==> src/rtl/amba_cfg_pkg.sv <==
// Shared definitions for the configuration bus master: register map, FSM states,
// command record and the address-decode helper.
package amba_cfg_pkg;

    localparam logic [7:0] ADDR_CTRL = 8'h10;
    localparam logic [7:0] ADDR_TX   = 8'h21;
    localparam logic [7:0] ADDR_RX   = 8'h22;
    localparam logic [7:0] ADDR_TP0  = 8'h23;
    localparam logic [7:0] ADDR_TP1  = 8'h24;

    localparam int NUM_BOOT = 5;

    typedef enum logic [1:0] {
        BOOT = 2'd0,
        XFER = 2'd1,
        GAP  = 2'd2,
        IDLE = 2'd3
    } state_t;

    typedef struct packed {
        logic [7:0] addr;
        logic [7:0] data;
    } cfg_cmd_t;

    function automatic logic is_mapped(input logic [7:0] addr);
        return (addr == ADDR_CTRL) || (addr == ADDR_TX) || (addr == ADDR_RX) ||
               (addr == ADDR_TP0)  || (addr == ADDR_TP1);
    endfunction

endpackage

==> src/rtl/amba_cfg_fifo.sv <==
// Small first-word-fall-through command FIFO; the head entry is visible on o_dout
// whenever o_empty is low so the master can decode it in the pop cycle.
module amba_cfg_fifo
    import amba_cfg_pkg::*;
#(
    parameter int FIFO_DEPTH = 4
) (
    input  logic     clk,
    input  logic     rst_n,
    input  logic     i_push,
    input  cfg_cmd_t i_din,
    input  logic     i_pop,
    output cfg_cmd_t o_dout,
    output logic     o_full,
    output logic     o_empty
);

    localparam int PW = (FIFO_DEPTH > 1) ? $clog2(FIFO_DEPTH) : 1;

    cfg_cmd_t      r_mem [FIFO_DEPTH];
    logic [PW-1:0] r_wr_ptr;
    logic [PW-1:0] r_rd_ptr;
    logic [PW:0]   r_count;
    logic          w_push;
    logic          w_pop;

    assign o_full  = (r_count == (PW+1)'(FIFO_DEPTH));
    assign o_empty = (r_count == '0);
    assign w_push  = i_push && !o_full;
    assign w_pop   = i_pop && !o_empty;
    assign o_dout  = r_mem[r_rd_ptr];

    always_ff @(posedge clk) begin
        if (w_push) begin
            r_mem[r_wr_ptr] <= i_din;
        end
    end

    // Depth is a power of two, so the pointers wrap by plain overflow.
    always_ff @(posedge clk or negedge rst_n) begin
        if (!rst_n) begin
            r_wr_ptr <= '0;
            r_rd_ptr <= '0;
            r_count  <= '0;
        end else begin
            if (w_push) begin
                r_wr_ptr <= r_wr_ptr + 1'b1;
            end
            if (w_pop) begin
                r_rd_ptr <= r_rd_ptr + 1'b1;
            end
            case ({w_push, w_pop})
                2'b10:   r_count <= r_count + 1'b1;
                2'b01:   r_count <= r_count - 1'b1;
                default: r_count <= r_count;
            endcase
        end
    end

endmodule

==> src/rtl/amba_cfg_master.sv <==
// Configuration bus initiator: writes the boot image to the five mapped registers,
// then forwards queued host writes with a bounded wait for bus_ready.
module amba_cfg_master
    import amba_cfg_pkg::*;
#(
    parameter int         FIFO_DEPTH = 4,
    parameter int         TIMEOUT    = 16,
    parameter logic [7:0] BOOT_CTRL  = 8'h00,
    parameter logic [7:0] BOOT_TX    = 8'h00,
    parameter logic [7:0] BOOT_RX    = 8'h00,
    parameter logic [7:0] BOOT_TP0   = 8'h00,
    parameter logic [7:0] BOOT_TP1   = 8'h00
) (
    input  logic       clk,
    input  logic       rst_n,
    input  logic       i_cmd_valid,
    output logic       o_cmd_ready,
    input  logic [7:0] i_cmd_addr,
    input  logic [7:0] i_cmd_data,
    output logic       o_bus_valid,
    output logic [7:0] o_bus_addr,
    output logic [7:0] o_bus_data,
    input  logic       i_bus_ready,
    output logic       o_boot_done,
    output logic       o_busy,
    output logic       o_err_timeout,
    output logic       o_err_badaddr,
    output logic [7:0] o_err_addr,
    input  logic       i_err_clr
);

    localparam int             TW        = $clog2(TIMEOUT + 1);
    localparam logic [TW-1:0]  TMO_LAST  = TW'(TIMEOUT - 1);
    localparam logic [2:0]     BOOT_LAST = 3'(NUM_BOOT - 1);

    state_t        r_state;
    logic [2:0]    r_boot_idx;
    logic [TW-1:0] r_tmo_cnt;
    logic          r_bus_valid;
    logic [7:0]    r_bus_addr;
    logic [7:0]    r_bus_data;
    logic          r_boot_done;
    logic          r_err_timeout;
    logic          r_err_badaddr;
    logic [7:0]    r_err_addr;

    cfg_cmd_t      w_cmd_in;
    cfg_cmd_t      w_head;
    cfg_cmd_t      w_boot_cmd;
    logic          w_fifo_full;
    logic          w_fifo_empty;
    logic          w_pop;
    logic          w_done_xfer;

    assign w_cmd_in = '{addr: i_cmd_addr, data: i_cmd_data};
    assign w_pop    = (r_state == IDLE) && !w_fifo_empty;

    amba_cfg_fifo #(
        .FIFO_DEPTH (FIFO_DEPTH)
    ) u_fifo (
        .clk     (clk),
        .rst_n   (rst_n),
        .i_push  (i_cmd_valid),
        .i_din   (w_cmd_in),
        .i_pop   (w_pop),
        .o_dout  (w_head),
        .o_full  (w_fifo_full),
        .o_empty (w_fifo_empty)
    );

    always_comb begin
        w_boot_cmd = '{addr: ADDR_CTRL, data: BOOT_CTRL};
        case (r_boot_idx)
            3'd1:    w_boot_cmd = '{addr: ADDR_TX,  data: BOOT_TX};
            3'd2:    w_boot_cmd = '{addr: ADDR_RX,  data: BOOT_RX};
            3'd3:    w_boot_cmd = '{addr: ADDR_TP0, data: BOOT_TP0};
            3'd4:    w_boot_cmd = '{addr: ADDR_TP1, data: BOOT_TP1};
            default: w_boot_cmd = '{addr: ADDR_CTRL, data: BOOT_CTRL};
        endcase
    end

    // A transfer ends either on the handshake or on the last permitted wait cycle.
    assign w_done_xfer = i_bus_ready || (r_tmo_cnt == TMO_LAST);

    always_ff @(posedge clk or negedge rst_n) begin
        if (!rst_n) begin
            r_state       <= BOOT;
            r_boot_idx    <= '0;
            r_tmo_cnt     <= '0;
            r_bus_valid   <= 1'b0;
            r_bus_addr    <= '0;
            r_bus_data    <= '0;
            r_boot_done   <= 1'b0;
            r_err_timeout <= 1'b0;
            r_err_badaddr <= 1'b0;
            r_err_addr    <= '0;
        end else begin
            // Clear first so that an error raised below in the same cycle wins.
            if (i_err_clr) begin
                r_err_timeout <= 1'b0;
                r_err_badaddr <= 1'b0;
            end
            case (r_state)
                BOOT: begin
                    r_bus_addr  <= w_boot_cmd.addr;
                    r_bus_data  <= w_boot_cmd.data;
                    r_bus_valid <= 1'b1;
                    r_tmo_cnt   <= '0;
                    r_state     <= XFER;
                end
                XFER: begin
                    if (w_done_xfer) begin
                        r_bus_valid <= 1'b0;
                        r_state     <= GAP;
                        if (!i_bus_ready) begin
                            r_err_timeout <= 1'b1;
                            r_err_addr    <= r_bus_addr;
                        end
                        if (!r_boot_done) begin
                            r_boot_idx <= r_boot_idx + 1'b1;
                            if (r_boot_idx == BOOT_LAST) begin
                                r_boot_done <= 1'b1;
                            end
                        end
                    end else begin
                        r_tmo_cnt <= r_tmo_cnt + 1'b1;
                    end
                end
                GAP: begin
                    // The gap cycle doubles as the load cycle for the next boot entry.
                    if (!r_boot_done) begin
                        r_bus_addr  <= w_boot_cmd.addr;
                        r_bus_data  <= w_boot_cmd.data;
                        r_bus_valid <= 1'b1;
                        r_tmo_cnt   <= '0;
                        r_state     <= XFER;
                    end else begin
                        r_state <= IDLE;
                    end
                end
                IDLE: begin
                    if (!w_fifo_empty) begin
                        if (is_mapped(w_head.addr)) begin
                            r_bus_addr  <= w_head.addr;
                            r_bus_data  <= w_head.data;
                            r_bus_valid <= 1'b1;
                            r_tmo_cnt   <= '0;
                            r_state     <= XFER;
                        end else begin
                            r_err_badaddr <= 1'b1;
                            r_err_addr    <= w_head.addr;
                        end
                    end
                end
                default: begin
                    r_bus_valid <= 1'b0;
                    r_state     <= IDLE;
                end
            endcase
        end
    end

    assign o_cmd_ready   = !w_fifo_full;
    assign o_bus_valid   = r_bus_valid;
    assign o_bus_addr    = r_bus_addr;
    assign o_bus_data    = r_bus_data;
    assign o_boot_done   = r_boot_done;
    assign o_busy        = (r_state != IDLE) || !w_fifo_empty || !r_boot_done;
    assign o_err_timeout = r_err_timeout;
    assign o_err_badaddr = r_err_badaddr;
    assign o_err_addr    = r_err_addr;

endmodule

==> config.mk <==
export PLATFORM = sky130hd
export DESIGN_NAME = amba_cfg_master
export DESIGN_NICKNAME = d
export VERILOG_FILES = /design/src/rtl/amba_cfg_pkg.sv /design/src/rtl/amba_cfg_fifo.sv /design/src/rtl/amba_cfg_master.sv
export SDC_FILE = /design/constraint.sdc
export NUM_CORES = 1
export LEC_CHECK = 0
export CAP_MARGIN = 25
export CORE_UTILIZATION = 50
export CTS_CLUSTER_SIZE = 8
export DETAILED_ROUTE_END_ITERATION = 7
export GPL_TIMING_DRIVEN = 0
export PLACE_DENSITY_LB_ADDON = 0.25
export SETUP_SLACK_MARGIN = 0.2
export SLEW_MARGIN = 15
export SYNTH_ARGS = -nofsm -noshare
export SYNTH_HDL_FRONTEND = slang
export SYNTH_HIERARCHICAL = 1
export SYNTH_SLANG_ARGS = --single-unit
==> constraint.sdc <==
create_clock -name clk -period 8.6 [get_ports clk]
set_clock_uncertainty 0.15 [all_clocks]
set_input_delay 1.29 -clock clk [delete_from_list [all_inputs] [get_ports clk]]
set_output_delay 1.29 -clock clk [all_outputs]
set_load 0.02 [all_outputs]
==> results.json, run 1 <==
{
  "ys_seq_elements": 109,
  "preCtsSetupSlack_ns": 4.54,
  "startpoint_type": "register",
  "cts_buffers": 9,
  "cts_root_buf": "clkbuf_8",
  "grt_usage": 0.192,
  "p_sw_frac": 0.361,
  "synth_edf_count": 64,
  "combinationalPowerShare": 0.438,
  "rsz0062_at_grt": "no",
  "synthAdderAreaFrac": 0.0457,
  "holdBufCountCts": 0,
  "start_util": 0.519,
  "worst-slew-pin-transition_ns": 0.940,
  "critPathArrivalTime_ns": 3.04,
  "power_frac_clock": 0.151,
  "synth_warnings": 6,
  "layout.nets": 413,
  "finalHoldViolCount": 0,
  "syn_area_sq_mm": 0.00482,
  "crit_start": "r_state[0]$_DFFE_PN0P_",
  "r2r_cells": 11,
  "seqCellArea_sq_mm": 0.00305,
  "status": "finished, final reports clean",
  "hold_class": "reg -> reg",
  "port_buffers": 50,
  "powerDensity_mw_per_mm2": 333,
  "synth_top_family_by_area": "multiplexers",
  "reg2reg_to": "u_fifo/r_count[2]$_DFFE_PN0P_",
  "period_minus_slack_ns": 4.48,
  "slew_viol_final": 0,
  "required_ns": 7.16,
  "dr.pass1.iters": 4,
  "clock_path_buffers": 2,
  "relSlewSlack": 0.373,
  "insertion_delay_ns": 0.35,
  "cts_tree": "built",
  "fin_crit_sh": 0.521,
  "antenna_found_initial": 0,
  "syn_to_final_growth_pct": 17.8,
  "fmax_mhz": 223,
  "die-area_sq_mm": 0.0100,
  "grt.overflow.total": 0,
  "fillers": 749,
  "wl_per_cell_microns": 16.9,
  "setup_tns_ns": 0,
  "final_antenna_net_count": 0,
  "mostFrequentLayoutCells": "64 x edfxtp_1, 49 x clkdlybuf4s50_1, 45 x dfrtp_1",
  "cts-htree-levels": 3,
  "switchingPower_mw": 0.684,
  "r2r_slack_ns": 5.36,
  "critPathCapture": "o_busy",
  "yosys.area_share.simple": 0.0621,
  "core_sq_mm": 0.00928,
  "multi_input_area_sq_mm": 0.00158,
  "setup_viol": 0,
  "synth-async-reset-ratio": 0.413,
  "cp-end-kind": "output pin",
  "path_class": "reg -> out",
  "drtIter0Drc": 130,
  "die_h_microns": 100,
  "io_pins": 51,
  "grt_pass1_vias": 2744,
  "syn_nets": 351,
  "path_clk_slew_ns": 0.10,
  "antenna_cells": 0,
  "viasPerCell": 5.25,
  "layout_setup_ws_ns": 4.12,
  "hpwl_microns": 6000,
  "synthCells": 313,
  "whs_ns": 0.363,
  "seq_area_frac_synth": 0.633,
  "ys.flop_type": "edfxtp_1",
  "grt_max_degree": 26,
  "core.rowCount": 35,
  "detail_route.wirelength_microns": 8590,
  "gp_congestion": 0.736,
  "layout_commonest_cell": "edfxtp_1",
  "r2r-start": "r_state[0]$_DFFE_PN0P_",
  "power_leakage_nw": 2.25,
  "maxCapViolations": 0,
  "via_count": 2670,
  "drive_gt1_frac": 0.147,
  "worstPathMaxFanout": 10,
  "power_frac_seq": 0.412,
  "synthMuxAreaShare": 0.150,
  "post_cts_buffers": 0,
  "die_width_microns": 100,
  "grt_pass1_wl_microns": 14300,
  "drcViolationCount": 0,
  "synth_compound_area_frac": 0.0571,
  "synth.distinct_cells": 51,
  "cts_resized": 0,
  "internal-power_mw": 1.21,
  "clock-sinks": 109,
  "ir_drop_mv": 0.131,
  "total_power_mw": 1.89,
  "postSynthAreaPerCell_sq_um": 15.4,
  "synth_xor_area_frac": 0.0127
}
-- worst max-delay path, stage by stage, from the launching register on --
cell and delay (ns):
dfrtp_1 0.41, ha_1 0.16, clkbuf_1 0.40, buf_1 0.45
clkbuf_1 0.51, nand3_1 0.18, clkdlybuf4s50_1 0.58
-- state kept, by name, indices dropped and copies added, names as in the netlist, 3 cells and up --
| register | flops |
|---|---|
| r_boot_idx | 3 |
| r_tmo_cnt | 5 |
| o_err_addr | 8 |
| o_bus_data | 8 |
| u_fifo/r_count | 3 |
| o_bus_addr | 8 |
| u_fifo/r_mem | 64 |
-- final cells by class --
type	instances	area share
sequential	109	0.537
timing repair buffer	51	0.0908
multi-input combinational	163	0.278
tap	129	0.0284
clock buffer	10	0.0225
clock inverter	6	0.00948
inverter	31	0.0205
buffer	10	0.0132
-- metrics by stage --
step / util / cells / cell area, sq um
floorplan: - / 313 / 4820
global placement: 0.590 / 492 / 5480
detailed placement: 0.592 / 493 / 5500
CTS: 0.611 / 509 / 5680
global route: 0.611 / 509 / 5680
finish: 0.611 / 509 / 5680
-- power groups by stage --
stage	Combinational (mW)	Clock [mW]	Sequential (mW)
3_3_place_gp	0.816	0	0.784
6_report	0.828	0.285	0.779
2_1_floorplan	0.520	0	0.833
3_5_place_dp	0.835	0	0.793
4_1_cts	0.838	0.295	0.781
5_1_grt	0.908	0.311	0.796
-- metal layers --
layer  GRT usage  vias up  share of wire
met3      0.0272        5          0.032
li1            -     1260              -
met1       0.253     1342           0.45
met2       0.331       63           0.51
met5           0        -              0
met4      0.0591        0         0.0072
-- how the worst min path moves through the flow --
stage	slack [ns]	to	start	cells after the start
4_1_cts	0.37	o_err_addr[4]$_DFFE_PN0P_	o_err_addr[4]$_DFFE_PN0P_	1
2_1_floorplan	0.33	u_fifo/r_count[2]$_DFFE_PN0P_	u_fifo/r_count[2]$_DFFE_PN0P_	1
6_report	0.36	o_err_addr[1]$_DFFE_PN0P_	o_err_addr[1]$_DFFE_PN0P_	1
3_5_place_dp	0.35	o_err_addr[1]$_DFFE_PN0P_	o_err_addr[1]$_DFFE_PN0P_	1
5_1_grt	0.38	o_err_addr[4]$_DFFE_PN0P_	o_err_addr[4]$_DFFE_PN0P_	1
3_3_place_gp	0.34	o_err_addr[1]$_DFFE_PN0P_	o_err_addr[1]$_DFFE_PN0P_	1
-- synth_stat cells, types with 2 or more instances --
cell type / number / area, sq um
edfxtp_1: 64 / 1920
dfrtp_1: 45 / 1130
inv_1: 31 / 116
nand2_1: 24 / 90.1
mux2_2: 17 / 191
ha_1: 16 / 200
mux2i_1: 13 / 130
o21ai_0: 13 / 65.1
mux4_1: 8 / 210
mux4_2: 8 / 180
nor2_1: 6 / 22.5
a21oi_1: 4 / 20.0
and2_1: 4 / 25.0
clkbuf_1: 4 / 15.0
nor2b_1: 4 / 25.0
xnor2_1: 4 / 35.0
nand2b_1: 3 / 18.8
nor3_1: 3 / 15.0
xor2_1: 3 / 26.3
a2111oi_0: 2 / 17.5
a211o_1: 2 / 17.5
and2b_1: 2 / 15.0
and3_1: 2 / 12.5
buf_2: 2 / 10.0
nand3_1: 2 / 10.0
o21bai_1: 2 / 15.0
-- cells by family (layout without fill, tap and decap cells) --
logic type,Yosys count,count (layout)
flops,109,109
buf+inv,41,108
xor+xnor,7,7
compound gates,36,36
simple gates,56,56
fa+ha+maj,17,17
mux,47,47
(Power assumes the default switching activity.)
==> inputs of run 2 (changes only) <==
clock period = 3.7 ns   (was 8.6 ns; I/O delays follow)
==> results.json, run 2 (synthesis gave the netlist of run 1 again) <==
{
  "status": "finished, final reports clean",
  "drive_gt1_frac": 0.155,
  "core_sq_mm": 0.00928,
  "mostFrequentLayoutCells": "64 x edfxtp_1, 49 x clkdlybuf4s50_1, 45 x dfrtp_1",
  "core.rowCount": 35,
  "multi_input_area_sq_mm": 0.00158,
  "final_core_util": 0.613,
  "cts_buffers": 9,
  "clock_path_buffers": 2,
  "ir_drop_mv": 0.305,
  "syn_to_final_growth_pct": 18.1,
  "grt.overflow.total": 0,
  "layout.nets": 414,
  "relSlewSlack": 0.373,
  "finalHoldViolCount": 0,
  "die-area_sq_mm": 0.0100,
  "path_clk_slew_ns": 0.10,
  "io_pins": 51,
  "grt_pass1_wl_microns": 14300,
  "path_class": "reg -> reg",
  "fmax_mhz": 315,
  "seqCellArea_sq_mm": 0.00305,
  "top_register": "u_fifo/r_mem",
  "dr.pass1.iters": 4,
  "setup_viol": 0,
  "wl_per_cell_microns": 16.8,
  "powerDensity_mw_per_mm2": 772,
  "cp-end-kind": "register",
  "fin_crit_sh": 0.859,
  "critPathArrivalTime_ns": 3.27,
  "fillers": 745,
  "largest_reg_flops": 64,
  "maxCapViolations": 0,
  "final_antenna_net_count": 0,
  "drcViolationCount": 0,
  "worst-slew-pin-transition_ns": 0.941,
  "viasPerCell": 5.19,
  "max_stage_delay_ns": 0.72,
  "whs_ns": 0.363,
  "antenna_cells": 0,
  "required_ns": 3.80,
  "via_count": 2647,
  "clock-sinks": 109,
  "worstPathMaxFanout": 9,
  "grt_usage": 0.192,
  "die_width_microns": 100,
  "insertion_delay_ns": 0.35,
  "power_leakage_nw": 2.27,
  "grt_max_degree": 26,
  "setup_tns_ns": 0,
  "stdcell_area_sq_mm": 0.00569,
  "cp_cell_sequence": "buf_6, mux4_1, nand2b_4, a2111oi_0, a31oi_2, mux2_2",
  "hpwl_microns": 6000,
  "layout_commonest_cell": "edfxtp_1",
  "rsz0062_at_grt": "no",
  "startpoint_type": "register",
  "cts_tree": "built",
  "grt_pass1_vias": 2757,
  "detail_route.wirelength_microns": 8560,
  "port_buffers": 50,
  "hold_class": "reg -> reg",
  "cp_slowest_cell": "a2111oi_0",
  "cts_root_buf": "clkbuf_8",
  "die_h_microns": 100,
  "drtIter0Drc": 122,
  "period_minus_slack_ns": 3.18,
  "slew_viol_final": 0,
  "cts-htree-levels": 3,
  "antenna_found_initial": 0,
  "place_area_sq_mm": 0.00550,
  "gp_congestion": 0.736,
  "start_util": 0.519
}
## run 2: worst max-delay path, delay by kind of cell (launching register included)
kind / cells / cell delay, ns
buf+inv: 1 / 0.17
flops: 1 / 0.37
simple gates: 1 / 0.19
mux: 2 / 1.04
compound gates: 2 / 1.15
## run 2: power by group
| group | switching [mW] | leakage, nW | internal [mW] |
|---|---|---|---|
| Combinational | 1.01 | 1.02 | 0.909 |
| Sequential | 0.166 | 1.16 | 1.64 |
| Clock | 0.403 | 0.0894 | 0.258 |
## run 2: layout make-up
type                       instances  share of cell area
buffer                            10              0.0139
clock buffer                      10              0.0224
clock inverter                     6             0.00945
inverter                          31              0.0204
multi-input combinational        163               0.277
sequential                       109               0.536
tap                              129              0.0284
timing repair buffer              52              0.0923
## run 2: per-layer routing
metal  GRT usage  share of wire  vias to the layer above
li1            -              -                     1264
met1       0.253           0.45                     1333
met2       0.332           0.51                       45
met3      0.0272          0.026                        5
met4      0.0591         0.0072                        0
met5           0              0                        -
## run 2: path summary, 6_finish.rpt
| check | cells past startpoint | slack, ns | endpoint | start |
|---|---|---|---|---|
| max | 6 | 0.52 | o_err_addr[6]$_DFFE_PN0P_ | u_fifo/r_rd_ptr[0]$_DFFE_PN0P_ |
| min | 1 | 0.36 | o_err_addr[1]$_DFFE_PN0P_ | o_err_addr[1]$_DFFE_PN0P_ |
| max reg2reg | 6 | 0.52 | o_err_addr[6]$_DFFE_PN0P_ | u_fifo/r_rd_ptr[0]$_DFFE_PN0P_ |
| min reg2reg | 1 | 0.36 | o_err_addr[1]$_DFFE_PN0P_ | o_err_addr[1]$_DFFE_PN0P_ |
| max in group asynchronous | 3 | 2.34 | o_bus_data[7]$_DFFE_PN0P_ | rst_n |
| min in group asynchronous | 2 | 0.55 | o_err_addr[1]$_DFFE_PN0P_ | rst_n |
## run 2: through the flow
step | worst slack [ns] | instances | total power [mW]
after floorplan | 0.869 | 313 | 3.14
after global placement | 0.353 | 492 | 3.72
after detailed placement | 0.372 | 493 | 3.78
after CTS | 0.320 | 510 | 4.45
after global routing | 0.404 | 510 | 4.69
final | 0.523 | 510 | 4.39
## run 2: what timing repair did
| action | CTS | global route |
|---|---|---|
| endpoints found under the hold margin | 1 | 0 |
| resized for setup | 2 | 2 |
| setup endpoints to repair | 1 | 1 |
| buffers inserted | 0 | 0 |
| hold buffers | 1 | 0 |
==> inputs of run 3 (changes only) <==
GPL_TIMING_DRIVEN = not set   (was 0)
HOLD_SLACK_MARGIN = 0.1   (was not set)
==> results.json, run 3 (synthesis gave the netlist of run 1 again) <==
{
  "layout.nets": 410,
  "grt_pass1_wl_microns": 13500,
  "worst-slew-pin-transition_ns": 0.869,
  "port_buffers": 50,
  "grt_max_degree": 36,
  "grt.overflow.total": 0,
  "maxCapViolations": 0,
  "period_minus_slack_ns": 3.19,
  "required_ns": 3.84,
  "layout_setup_ws_ns": 0.508,
  "min_to": "o_err_timeout$_DFF_PN0_",
  "worstPathMaxFanout": 12,
  "setup_viol": 0,
  "insertion_delay_ns": 0.37,
  "fmax_mhz": 313,
  "grt_usage": 0.180,
  "whs_ns": 0.361,
  "path_clk_slew_ns": 0.10,
  "fin_crit_sh": 0.863,
  "drive_gt1_frac": 0.151,
  "fin_cells": 506,
  "core.rowCount": 35,
  "slew_viol_final": 0,
  "die_h_microns": 100,
  "reg2reg_to": "o_bus_data[5]$_DFFE_PN0P_",
  "ir_drop_mv": 0.306,
  "syn_to_final_growth_pct": 18.0,
  "preCtsSetupSlack_ns": 0.524,
  "status": "finished, final reports clean",
  "critPathArrivalTime_ns": 3.33,
  "hold_class": "reg -> reg",
  "holdBufCountCts": 1,
  "gp_congestion": 0.696,
  "antenna_cells": 0,
  "layout_commonest_cell": "edfxtp_1",
  "io_pins": 51,
  "cts_root_buf": "clkbuf_8",
  "startpoint_type": "register",
  "cts-htree-levels": 3,
  "mostFrequentLayoutCells": "64 x edfxtp_1, 49 x clkdlybuf4s50_1, 45 x dfrtp_1",
  "final_antenna_net_count": 0,
  "die_width_microns": 100,
  "start_util": 0.519,
  "core_sq_mm": 0.00928,
  "relSlewSlack": 0.421,
  "dp_cells": 489,
  "r2r_slack_ns": 0.51,
  "die-area_sq_mm": 0.0100,
  "power_leakage_nw": 2.26,
  "setup_tns_ns": 0,
  "wl_per_cell_microns": 16.3,
  "largest_reg_flops": 64,
  "viasPerCell": 5.23,
  "r2r-start": "u_fifo/r_rd_ptr[0]$_DFFE_PN0P_",
  "cp-end-kind": "register",
  "post_cts_buffers": 0,
  "cts_buffers": 9,
  "dr.pass1.iters": 4,
  "powerDensity_mw_per_mm2": 774,
  "detail_route.wirelength_microns": 8250,
  "via_count": 2644,
  "cts_resized": 0,
  "total_power_mw": 4.40,
  "clock_path_buffers": 2,
  "antenna_found_initial": 0,
  "path_class": "reg -> reg",
  "hpwl_microns": 5850,
  "whs_path_depth": 1,
  "rsz0062_at_grt": "no",
  "drtIter0Drc": 92,
  "drcViolationCount": 0,
  "finalHoldViolCount": 0,
  "cts_tree": "built",
  "top_register": "u_fifo/r_mem",
  "clock-sinks": 109,
  "r2r_cells": 8,
  "grt_pass1_vias": 2725,
  "worstHoldStart": "o_err_timeout$_DFF_PN0_"
}
-- run 3: power by group --
part / internal, mW / total, mW / leakage (nW) / switching, mW
Clock: 0.327 / 0.743 / 0.101 / 0.416
Sequential: 1.64 / 1.84 / 1.16 / 0.195
Combinational: 0.881 / 1.82 / 1.00 / 0.940
-- run 3: worst max-delay path, stage by stage, from the launching register on --
cell      delay, ns
dfrtp_1        0.37
buf_4          0.20
mux4_1         0.60
nand2b_4       0.17
or3_4          0.37
a211o_4        0.40
a21boi_4       0.39
buf_4          0.25
mux2i_1        0.20
-- run 3: layout make-up --
cell class                      instances  area, sq um
Inverter                               31          116
Clock buffer                           10          128
Fill cell                             718         3600
Sequential cell                       109         3050
Clock inverter                          6         77.6
Tap cell                              129          161
Timing Repair Buffer                   58          578
Multi-Input combinational cell        163         1580
-- run 3: through the flow --
| stage | utilization | instance area (sq um) |
|---|---|---|
| after global routing | 0.613 | 5690 |
| after global placement | 0.587 | 5450 |
| after floorplan | - | 4820 |
| after detailed placement | 0.589 | 5470 |
| after CTS | 0.613 | 5690 |
| final | 0.613 | 5690 |
-- run 3: worst max path at each step --
stage | slack [ns] | cells past startpoint | to | start
after CTS | 0.49 | 8 | o_bus_data[5]$_DFFE_PN0P_ | u_fifo/r_rd_ptr[0]$_DFFE_PN0P_
after floorplan | 0.87 | 7 | o_bus_addr[0]$_DFFE_PN0P_ | u_fifo/r_rd_ptr[0]$_DFFE_PN0P_
final | 0.51 | 8 | o_bus_data[5]$_DFFE_PN0P_ | u_fifo/r_rd_ptr[0]$_DFFE_PN0P_
after global routing | 0.33 | 8 | o_bus_data[4]$_DFFE_PN0P_ | u_fifo/r_rd_ptr[0]$_DFFE_PN0P_
after detailed placement | 0.52 | 8 | o_bus_data[5]$_DFFE_PN0P_ | u_fifo/r_rd_ptr[0]$_DFFE_PN0P_
after global placement | 0.59 | 8 | o_bus_data[6]$_DFFE_PN0P_ | u_fifo/r_rd_ptr[0]$_DFFE_PN0P_
-- run 3: routing by layer --
| metal | wire (microns) | share of wire | global-route usage |
|---|---|---|---|
| met1 | 3770 | 0.46 | 0.235 |
| met2 | 4070 | 0.49 | 0.300 |
| met3 | 287 | 0.035 | 0.0376 |
| met4 | 127 | 0.015 | 0.0647 |
| met5 | 0 | 0 | 0 |
